===== src/rtl/fsk_demod_if.sv =====
// CPU register-access bus of the FSK demodulator: one-cycle request/acknowledge.
interface fsk_demod_if #(
  parameter int unsigned DATA_W = 32
) ();
  logic              valid;
  logic [1:0]        address;
  logic [DATA_W-1:0] wdata;
  logic              wstrb;
  logic              ready;
  logic [DATA_W-1:0] rdata;

  modport master (output valid, address, wdata, wstrb, input ready, rdata);
  modport slave  (input valid, address, wdata, wstrb, output ready, rdata);
endinterface


===== src/rtl/fsk_demod.sv =====
// FSK demodulator: counts limiter rising edges per bit window, decides bits,
// assembles MSB-first bytes, and exposes control/status through a CPU bus.
module fsk_demod #(
  parameter int unsigned DATA_W = 32
) (
  input  logic         clk,
  input  logic         rst,
  fsk_demod_if.slave   bus,
  input  logic         pd,
  input  logic         lim_in
);

  localparam logic [1:0] ST_IDLE = 2'd0;
  localparam logic [1:0] ST_SYNC = 2'd1;
  localparam logic [1:0] ST_RUN  = 2'd2;

  logic        enable;
  logic [15:0] bit_len;
  logic [7:0]  edge_thr;

  logic        sync1, sync2, sync3;
  logic        rise_c;

  logic [1:0]  state, state_nxt;
  logic [15:0] win_cnt, win_nxt;
  logic [7:0]  edge_cnt, edge_nxt;
  logic [7:0]  shift, shift_nxt;
  logic [2:0]  bit_cnt, bit_cnt_nxt;
  logic [7:0]  byte_reg, byte_nxt;
  logic        full, full_nxt;
  logic        overrun, overrun_nxt;

  logic        rd_data_c;
  logic        last_c;
  logic        bit_c;
  logic [15:0] eff_len_c;
  logic [7:0]  cnt_inc_c;

  // Two-flop synchronizer plus a delayed copy for rising-edge detection
  always_ff @(posedge clk) begin
    if (rst) begin
      sync1 <= 1'b0;
      sync2 <= 1'b0;
      sync3 <= 1'b0;
    end else begin
      sync1 <= lim_in;
      sync2 <= sync1;
      sync3 <= sync2;
    end
  end

  assign rise_c    = sync2 & ~sync3;
  assign rd_data_c = bus.valid & ~bus.wstrb & (bus.address == 2'd3);
  assign eff_len_c = (bit_len < 16'd2) ? 16'd2 : bit_len;
  // >= keeps the window bounded if BIT_LEN shrinks below the current count
  assign last_c    = (win_cnt >= (eff_len_c - 16'd1));
  assign cnt_inc_c = (rise_c && (edge_cnt != 8'hFF)) ? (edge_cnt + 8'd1) : edge_cnt;
  assign bit_c     = (cnt_inc_c >= edge_thr);

  always_ff @(posedge clk) begin
    if (rst) begin
      state    <= ST_IDLE;
      win_cnt  <= 16'd0;
      edge_cnt <= 8'd0;
      shift    <= 8'd0;
      bit_cnt  <= 3'd0;
      byte_reg <= 8'd0;
      full     <= 1'b0;
      overrun  <= 1'b0;
    end else begin
      state    <= state_nxt;
      win_cnt  <= win_nxt;
      edge_cnt <= edge_nxt;
      shift    <= shift_nxt;
      bit_cnt  <= bit_cnt_nxt;
      byte_reg <= byte_nxt;
      full     <= full_nxt;
      overrun  <= overrun_nxt;
    end
  end

  always_comb begin
    state_nxt   = state;
    win_nxt     = win_cnt;
    edge_nxt    = edge_cnt;
    shift_nxt   = shift;
    bit_cnt_nxt = bit_cnt;
    byte_nxt    = byte_reg;
    full_nxt    = full;
    overrun_nxt = overrun;

    if (rd_data_c) begin
      full_nxt    = 1'b0;
      overrun_nxt = 1'b0;
    end

    if (pd || !enable) begin
      state_nxt   = ST_IDLE;
      win_nxt     = 16'd0;
      edge_nxt    = 8'd0;
      shift_nxt   = 8'd0;
      bit_cnt_nxt = 3'd0;
    end else begin
      case (state)
        ST_IDLE: state_nxt = ST_SYNC;
        ST_SYNC: begin
          if (rise_c) begin
            state_nxt = ST_RUN;
            win_nxt   = 16'd0;
            edge_nxt  = 8'd1;
          end
        end
        ST_RUN: begin
          if (last_c) begin
            win_nxt     = 16'd0;
            edge_nxt    = 8'd0;
            shift_nxt   = {shift[6:0], bit_c};
            bit_cnt_nxt = bit_cnt + 3'd1;
            if (bit_cnt == 3'd7) begin
              // A same-cycle DATA read consumes the old byte, so the new one lands
              if (!full || rd_data_c) begin
                byte_nxt    = {shift[6:0], bit_c};
                full_nxt    = 1'b1;
                overrun_nxt = overrun;
              end else begin
                overrun_nxt = 1'b1;
              end
            end
          end else begin
            win_nxt  = win_cnt + 16'd1;
            edge_nxt = cnt_inc_c;
          end
        end
        default: state_nxt = ST_IDLE;
      endcase
    end
  end

  // Register file and one-cycle acknowledge
  always_ff @(posedge clk) begin
    if (rst) begin
      bus.ready <= 1'b0;
      bus.rdata <= '0;
      enable    <= 1'b0;
      bit_len   <= 16'd100;
      edge_thr  <= 8'd4;
    end else begin
      bus.ready <= bus.valid;
      bus.rdata <= '0;
      if (bus.valid) begin
        if (bus.wstrb) begin
          case (bus.address)
            2'd0:    enable   <= bus.wdata[0];
            2'd1:    bit_len  <= bus.wdata[15:0];
            2'd2:    edge_thr <= bus.wdata[7:0];
            default: ;
          endcase
        end else begin
          case (bus.address)
            2'd0:    bus.rdata <= DATA_W'(enable);
            2'd1:    bus.rdata <= DATA_W'(bit_len);
            2'd2:    bus.rdata <= DATA_W'(edge_thr);
            default: bus.rdata <= DATA_W'({overrun, full, state, byte_reg});
          endcase
        end
      end
    end
  end

endmodule


===== src/flat_wrapper.sv =====
// flat-port wrapper written by rule: the top's interface ports become plain ports
module fsk_demod_flat 
#(
  parameter int unsigned DATA_W = 32
)
  (clk, rst, pd, lim_in, bus_valid, bus_address, bus_wdata, bus_wstrb, bus_ready, bus_rdata);
  fsk_demod_if #(.DATA_W(DATA_W)) bus_i ();
  input  logic clk;
  input  logic rst;
  input  logic pd;
  input  logic lim_in;
  input wire logic [$bits(bus_i.valid)-1:0] bus_valid;
  input wire logic [$bits(bus_i.address)-1:0] bus_address;
  input wire logic [$bits(bus_i.wdata)-1:0] bus_wdata;
  input wire logic [$bits(bus_i.wstrb)-1:0] bus_wstrb;
  output wire logic [$bits(bus_i.ready)-1:0] bus_ready;
  output wire logic [$bits(bus_i.rdata)-1:0] bus_rdata;
  assign bus_i.valid = bus_valid;
  assign bus_i.address = bus_address;
  assign bus_i.wdata = bus_wdata;
  assign bus_i.wstrb = bus_wstrb;
  assign bus_ready = bus_i.ready;
  assign bus_rdata = bus_i.rdata;
  fsk_demod #(.DATA_W(DATA_W)) u_core (.clk(clk), .rst(rst), .bus(bus_i), .pd(pd), .lim_in(lim_in));
endmodule

===== config.mk =====
export PLATFORM = sky130hd
export DESIGN_NAME = fsk_demod_flat
export DESIGN_NICKNAME = d
export VERILOG_FILES = /design/src/rtl/fsk_demod_if.sv /design/src/rtl/fsk_demod.sv /design/src/flat_wrapper.sv
export SDC_FILE = /design/constraint.sdc
export NUM_CORES = 1
export LEC_CHECK = 0
export BUFFER_PORTS_ARGS = -buffer_cell sky130_fd_sc_hd__buf_4
export CORE_MARGIN = 4
export CORE_UTILIZATION = 61
export DETAILED_ROUTE_END_ITERATION = 10
export HOLD_SLACK_MARGIN = 0.02
export MAX_ROUTING_LAYER = met4
export PLACE_DENSITY = 0.85
export SYNTH_ARGS = -nofsm -noshare
export SYNTH_HDL_FRONTEND = slang
export SYNTH_SLANG_ARGS = --single-unit

===== constraint.sdc =====
create_clock -name clk -period 9.75 [get_ports clk]
set_input_delay 2.925 -clock clk [delete_from_list [all_inputs] [get_ports clk]]
set_output_delay 2.925 -clock clk [all_outputs]
set_load 0.01 [all_outputs]

# Yosys cells after proc, flatten, opt, wreduce, memory -nomap -nowiden

Cells that the tools add are included.
W data, S select, Z words.

Register bits: 107
Bits in latches: 0
Bits in writable memories: 0
Memory bits (read-only): 0
Bits of input ports: 40
Memories kept: 0

$add $sub $neg: 4
Multiply operators: 0
Div/mod/pow operators: 0
Magnitude comparators: 3
Equality and inequality tests: 9
Shifts and indexed selects: 0
Mux-type cells: 23
Bitwise gates (word level): 8
Reductions and logical operators: 17

Operators by type and width:

| cell                    | number |
|---|---|
| $mux W16                | 3 |
| $pmux W16 S3            | 1 |
| $pmux W16 S2            | 1 |
| $mux W8                 | 3 |
| $add A16 B1 Y16 const B | 1 |
| $ge A16 B16 Y1          | 1 |
| $lt A16 B2 Y1 const B   | 1 |
| $pmux W8 S2             | 1 |
| $sub A16 B1 Y16 const B | 1 |
| $mux W1                 | 12 |
| $reduce_and A3 Y1       | 3 |
| $add A8 B1 Y8 const B   | 1 |
| $ge A8 B8 Y1            | 1 |
| $ne A8 B8 Y1 const B    | 1 |
| $eq A2 B2 Y1 const B    | 3 |
| $pmux W2 S3             | 1 |
| $reduce_and A2 Y1       | 3 |
| $ne A5 B5 Y1 const B    | 1 |
| $not A1 Y1              | 5 |
| $reduce_and A5 Y1       | 1 |
| $eq A2 B1 Y1 const B    | 2 |
| $logic_not A2 Y1        | 2 |
| $add A3 B1 Y3 const B   | 1 |
| $and A1 B1 Y1           | 3 |
| 9 further kinds         | 11 |

# Depth between registers and ports, before layout

Depth in word-level cells: 9
Mapped depth: 19

# Worst setup path after synthesis

OpenSTA, ideal clock, no wires.

Kind: register to register
Start point: register u_core.bit_len[6]
End point: register u_core.bit_cnt[2]
Data arrival time: 4.566 ns
Required time: 9.622 ns
Slack: 5.056 ns
Stages on the path, launching flop included: 19
Period minus slack after synthesis: 4.694 ns
Path through: dfxtp_1 -> or4_1 -> nor4b_1 -> nor4b_2 -> nand2b_1 -> ha_1 -> or3b_2 -> nor2_1 -> nand2_1 -> xor2_1 -> ha_1 -> and4_1 -> o211ai_1 -> o32a_1 -> buf_6 -> a21oi_1 -> buf_4 -> mux2i_1 -> nor2_1

Longest elaborated chain between the ends: 5

Ends and longest elaborated chain:

| element                       | line             | text |
|---|---|---|
| from (decl)                   | fsk_demod.sv:18  | `logic [15:0] bit_len;` |
| from (signal assigned)        | fsk_demod.sv:154 | `2'd1: bit_len <= bus.wdata[15:0];` |
| $lt A16 B2 Y1                 | fsk_demod.sv:54  | `assign eff_len_c = (bit_len < 16'd2) ? 16'd2 : bit_len;` |
| $mux W16 *                    | fsk_demod.sv:54  |  |
| $sub A16 B1 Y16 *             | fsk_demod.sv:56  | `assign last_c = (win_cnt >= (eff_len_c - 16'd1));` |
| $ge A16 B16 Y1 *              | fsk_demod.sv:56  |  |
| $reduce_and A2 Y1 (no line) * | n/a              |  |
| to (signal assigned)          | fsk_demod.sv:75  | `bit_cnt <= bit_cnt_nxt;` |
| to (decl)                     | fsk_demod.sv:28  | `logic [2:0] bit_cnt, bit_cnt_nxt;` |

Mark *: on every way between the ends. The rest lies on a longest branch, timed or not.
A chain may end at the register's enable or synchronous reset.

# Worst setup path after layout

Start point: register u_core.bit_len[6]
End point: register u_core.win_cnt[5]

Longest elaborated chain between the ends: 6

Ends and longest elaborated chain:

| element              | line             | text |
|---|---|---|
| $lt A16 B2 Y1        | fsk_demod.sv:54  |  |
| $mux W16 *           | fsk_demod.sv:54  |  |
| $sub A16 B1 Y16 *    | fsk_demod.sv:56  |  |
| $ge A16 B16 Y1 *     | fsk_demod.sv:56  |  |
| $mux W16 *           | fsk_demod.sv:114 | `if (last_c) begin` |
| $pmux W16 S2 *       | fsk_demod.sv:104 | `case (state)` |
| to (signal assigned) | fsk_demod.sv:72  | `win_cnt <= win_nxt;` |
| to (decl)            | fsk_demod.sv:25  | `logic [15:0] win_cnt, win_nxt;` |

Marks and branches as above.

==> impl_metrics.yaml <==
cells_and_area:
  reg_top3: "u_core.bit_len x16, u_core.bus.rdata x16, u_core.win_cnt x16"
  fill_cells: 594
  drive_gt1_share_pct: 12.24
  fin_nets: 644
  final_cell_count_no_fill: 679
  syn_to_final_growth_pct: 10.32
  final_core_util_pct: 70.07
  diodes: 0
synthesis:
  yosys.area_share.xor_xnor_pct: 4.304
  ys_seq_area_share_pct: 38.92
  syn-cell-area_um2: 4681
  synthTopCellsByArea: "dfxtp_1 39%, ha_1 7.8%, nand2_1 6.3%, mux2i_1 4.7%, a21oi_1 4.3%"
  async_flop_share_pct: 0
  yosys_warnings: 0
  synth_simple_gate_area_share_pct: 24.03
  synth_cells: 547
  synth_top_family_by_area: "simple AND/OR/NAND/NOR gates"
  synth_area_per_cell_um2: 8.557
  yosys.area.top_type: "dfxtp_1"
  ys.flop_type: "dfxtp_1"
  synthAdderAreaFrac_pct: 7.752
  yosysTopAreaCellShare_pct: 38.92
  synth_compound_area_share_pct: 12.16
  synth.distinct_cells: 51
  synth_edf_count: 0
  synth_seq_cells: 91
  synthMuxAreaShare_pct: 7.110
global_routing:
  grt_pass1_vias: 3828
  antenna_found_initial: 0
  grt_max_degree: 41
  grt_usage_pct: 25.89
  grt_overflow_total: 0
  grt_first_pass_wirelength_um: 18010
floorplanning:
  dieArea_um2: 9138
  core_area_um2: 7370
  die_w_um: 95.60
  pin_count: 73
  die_h_um: 95.60
  row_count: 31
  start_util_pct: 63.51
clock_tree:
  clock_sinks: 91
  clk_pin_slew_ps: 100
  cts-root-buf: "clkbuf_8"
  cts_tree: "done"
  cts_buffers: 9
  ctsHoldBuffers: 0
  clock_path_buffers: 2
  htree_num_levels: 3
  postCtsSetupRepairBufs: 0
  clock_latency_ps: 380
  ctsResizeCount: 0
critical_path:
  path_class: "reg -> reg"
  cp-start-kind: "flip-flop"
  endpoint: "u_core.win_cnt[5]$_SDFFE_PP0P_"
  cp_max_fo: 27
  rrSetupSlack_ps: 4070
  end_kind: "flip-flop"
  worstPathArrival_ps: 6010
  r2r_cells: 15
  crit_path_start: "u_core.bit_len[6]$_SDFFE_PP1P_"
  r2r-start: "u_core.bit_len[6]$_SDFFE_PP1P_"
  cp.required_ps: 10080
  r2r-end: "u_core.win_cnt[5]$_SDFFE_PP0P_"
power_and_ir_drop:
  totalPowerFinal_mw: 0.6988
  leakagePower_nw: 2.041
  p_per_area_nw_per_um2: 135.3
  vdd.ir_drop.worst_mv: 0.1092
placement:
  gp_congestion: 0.8854
  dp_hpwl_um: 7791
  dp.cells: 663
  portBuffers: 40
detailed_routing:
  vias: 3927
  drcViolationCount: 0
  drt_iter0_drc: 187
  viasPerCell: 5.784
  routed_wl_um: 10600
  ant_nets: 0
  drt-pass1-iter-count: 4
  wl_per_cell_um: 15.61
sta:
  setup_viol: 0
  post-route-period-util_pct: 58.28
  rsz0062_at_grt: "no"
  max_clock_freq_ghz: 0.1760
  fin_hold_ws_ps: 455.6
  hold_viol: 0
  fin_tns_setup_ps: 0
  drv_slew: 0
  worstMarginPinSlew_ps: 817.8
  relSlewSlack_pct: 45.37
  fin_skew_ps: 7.811
  period_needed_ps: 5683
run:
  cap_violations: 0
min_path:
  hold_class: "reg -> reg"
run_status:
  outcome: "completed"
==> power by group <==
part           leakage [nW]  internal, mW  switching [mW]
registers             0.735         0.375         0.00421
clock network         0.110         0.126           0.155
logic                  1.20        0.0171          0.0218
==> worst min path at each step <==
stage	from	depth (start not counted)	endpoint	slack (ps)
2_1_floorplan	u_core.sync1$_SDFF_PP0_	1	u_core.sync2$_SDFF_PP0_	410
3_3_place_gp	u_core.sync1$_SDFF_PP0_	1	u_core.sync2$_SDFF_PP0_	430
4_1_cts	u_core.sync1$_SDFF_PP0_	1	u_core.sync2$_SDFF_PP0_	460
3_5_place_dp	u_core.sync1$_SDFF_PP0_	1	u_core.sync2$_SDFF_PP0_	440
6_report	u_core.sync1$_SDFF_PP0_	1	u_core.sync2$_SDFF_PP0_	460
5_1_grt	u_core.sync1$_SDFF_PP0_	1	u_core.sync2$_SDFF_PP0_	470
==> synthesized netlist by cell type, types with 2 or more instances <==
cell type,instances
dfxtp_1,91
nand2_1,79
nor2_1,52
a21oi_1,40
ha_1,29
mux2i_1,22
clkbuf_1,20
buf_4,17
o21ai_0,17
nand3_1,15
xnor2_1,14
inv_1,12
nor3_1,11
a21o_1,10
nor2b_1,10
xor2_1,9
mux2_2,8
nand2b_1,8
nand4_1,8
a22oi_1,7
and3_1,7
and2_1,6
nor3b_1,6
nor4_1,6
or3_1,6
nand3b_1,4
and4_1,3
o22a_1,3
a32oi_1,2
o211ai_1,2
o21a_1,2
or3b_2,2
==> stage by stage <==
step	area (um^2)	worst slack [ps]
floorplan	4737	5056
finish	5164	4067
detailed placement	4950	4263
global placement	4950	4349
global route	5164	3642
CTS	5164	4188
==> cells in the final DEF, fill, tap and decap left out, types with 10 or more instances in the layout <==
master	n
buf_4	41
o21ai_0	17
nor3_1	11
nor2_1	52
xnor2_1	14
ha_1	29
a21o_1	10
conb_1	16
mux2i_1	22
nor2b_1	10
dfxtp_1	91
a21oi_1	40
nand3_1	15
inv_1	12
nand2_1	79
==> cell families after synthesis <==
family,after synthesis
and+or+nand+nor,230
AOI/OAI and AO/OA,91
DFF,91
buffers and inverters,51
muxes,31
adders and majority gates,29
xor gates and xnor gates,23
other,1
==> layout make-up <==
class	instances	area [um^2]	area share, %
Timing Repair Buffer	41	307.8	5.961
Sequential cell	91	1822	35.28
Inverter	12	45.04	0.8723
Multi-Input combinational cell	420	2651	51.34
Tap cell	99	123.9	2.399
Clock buffer	9	123.9	2.399
Clock inverter	7	90.09	1.745
==> per-layer routing <==
| layer | routed length [um] | track usage [%] | vias to the layer above |
|---|---|---|---|
| met1 | 4660 | 32.35 | 1839 |
| met2 | 4985 | 40.19 | 126 |
| met5 | 0 | - | - |
| met4 | 354 | 12.68 | 0 |
| met3 | 601 | 4.815 | 32 |
| li1 | - | - | 1930 |
==> worst max-delay path, stage by stage, from the launching register on <==
cell,delay (ps)
dfxtp_1,400
or4_1,590
nor4b_1,460
nor4b_2,400
nand2b_1,190
ha_1,190
or3b_2,510
nor2_1,250
nand2_1,100
xor2_1,230
ha_1,280
and4_1,220
a21oi_1,620
nand3_2,600
nor4_1,450
a21o_1,110
Note: power is estimated with default switching activity, not from simulation.
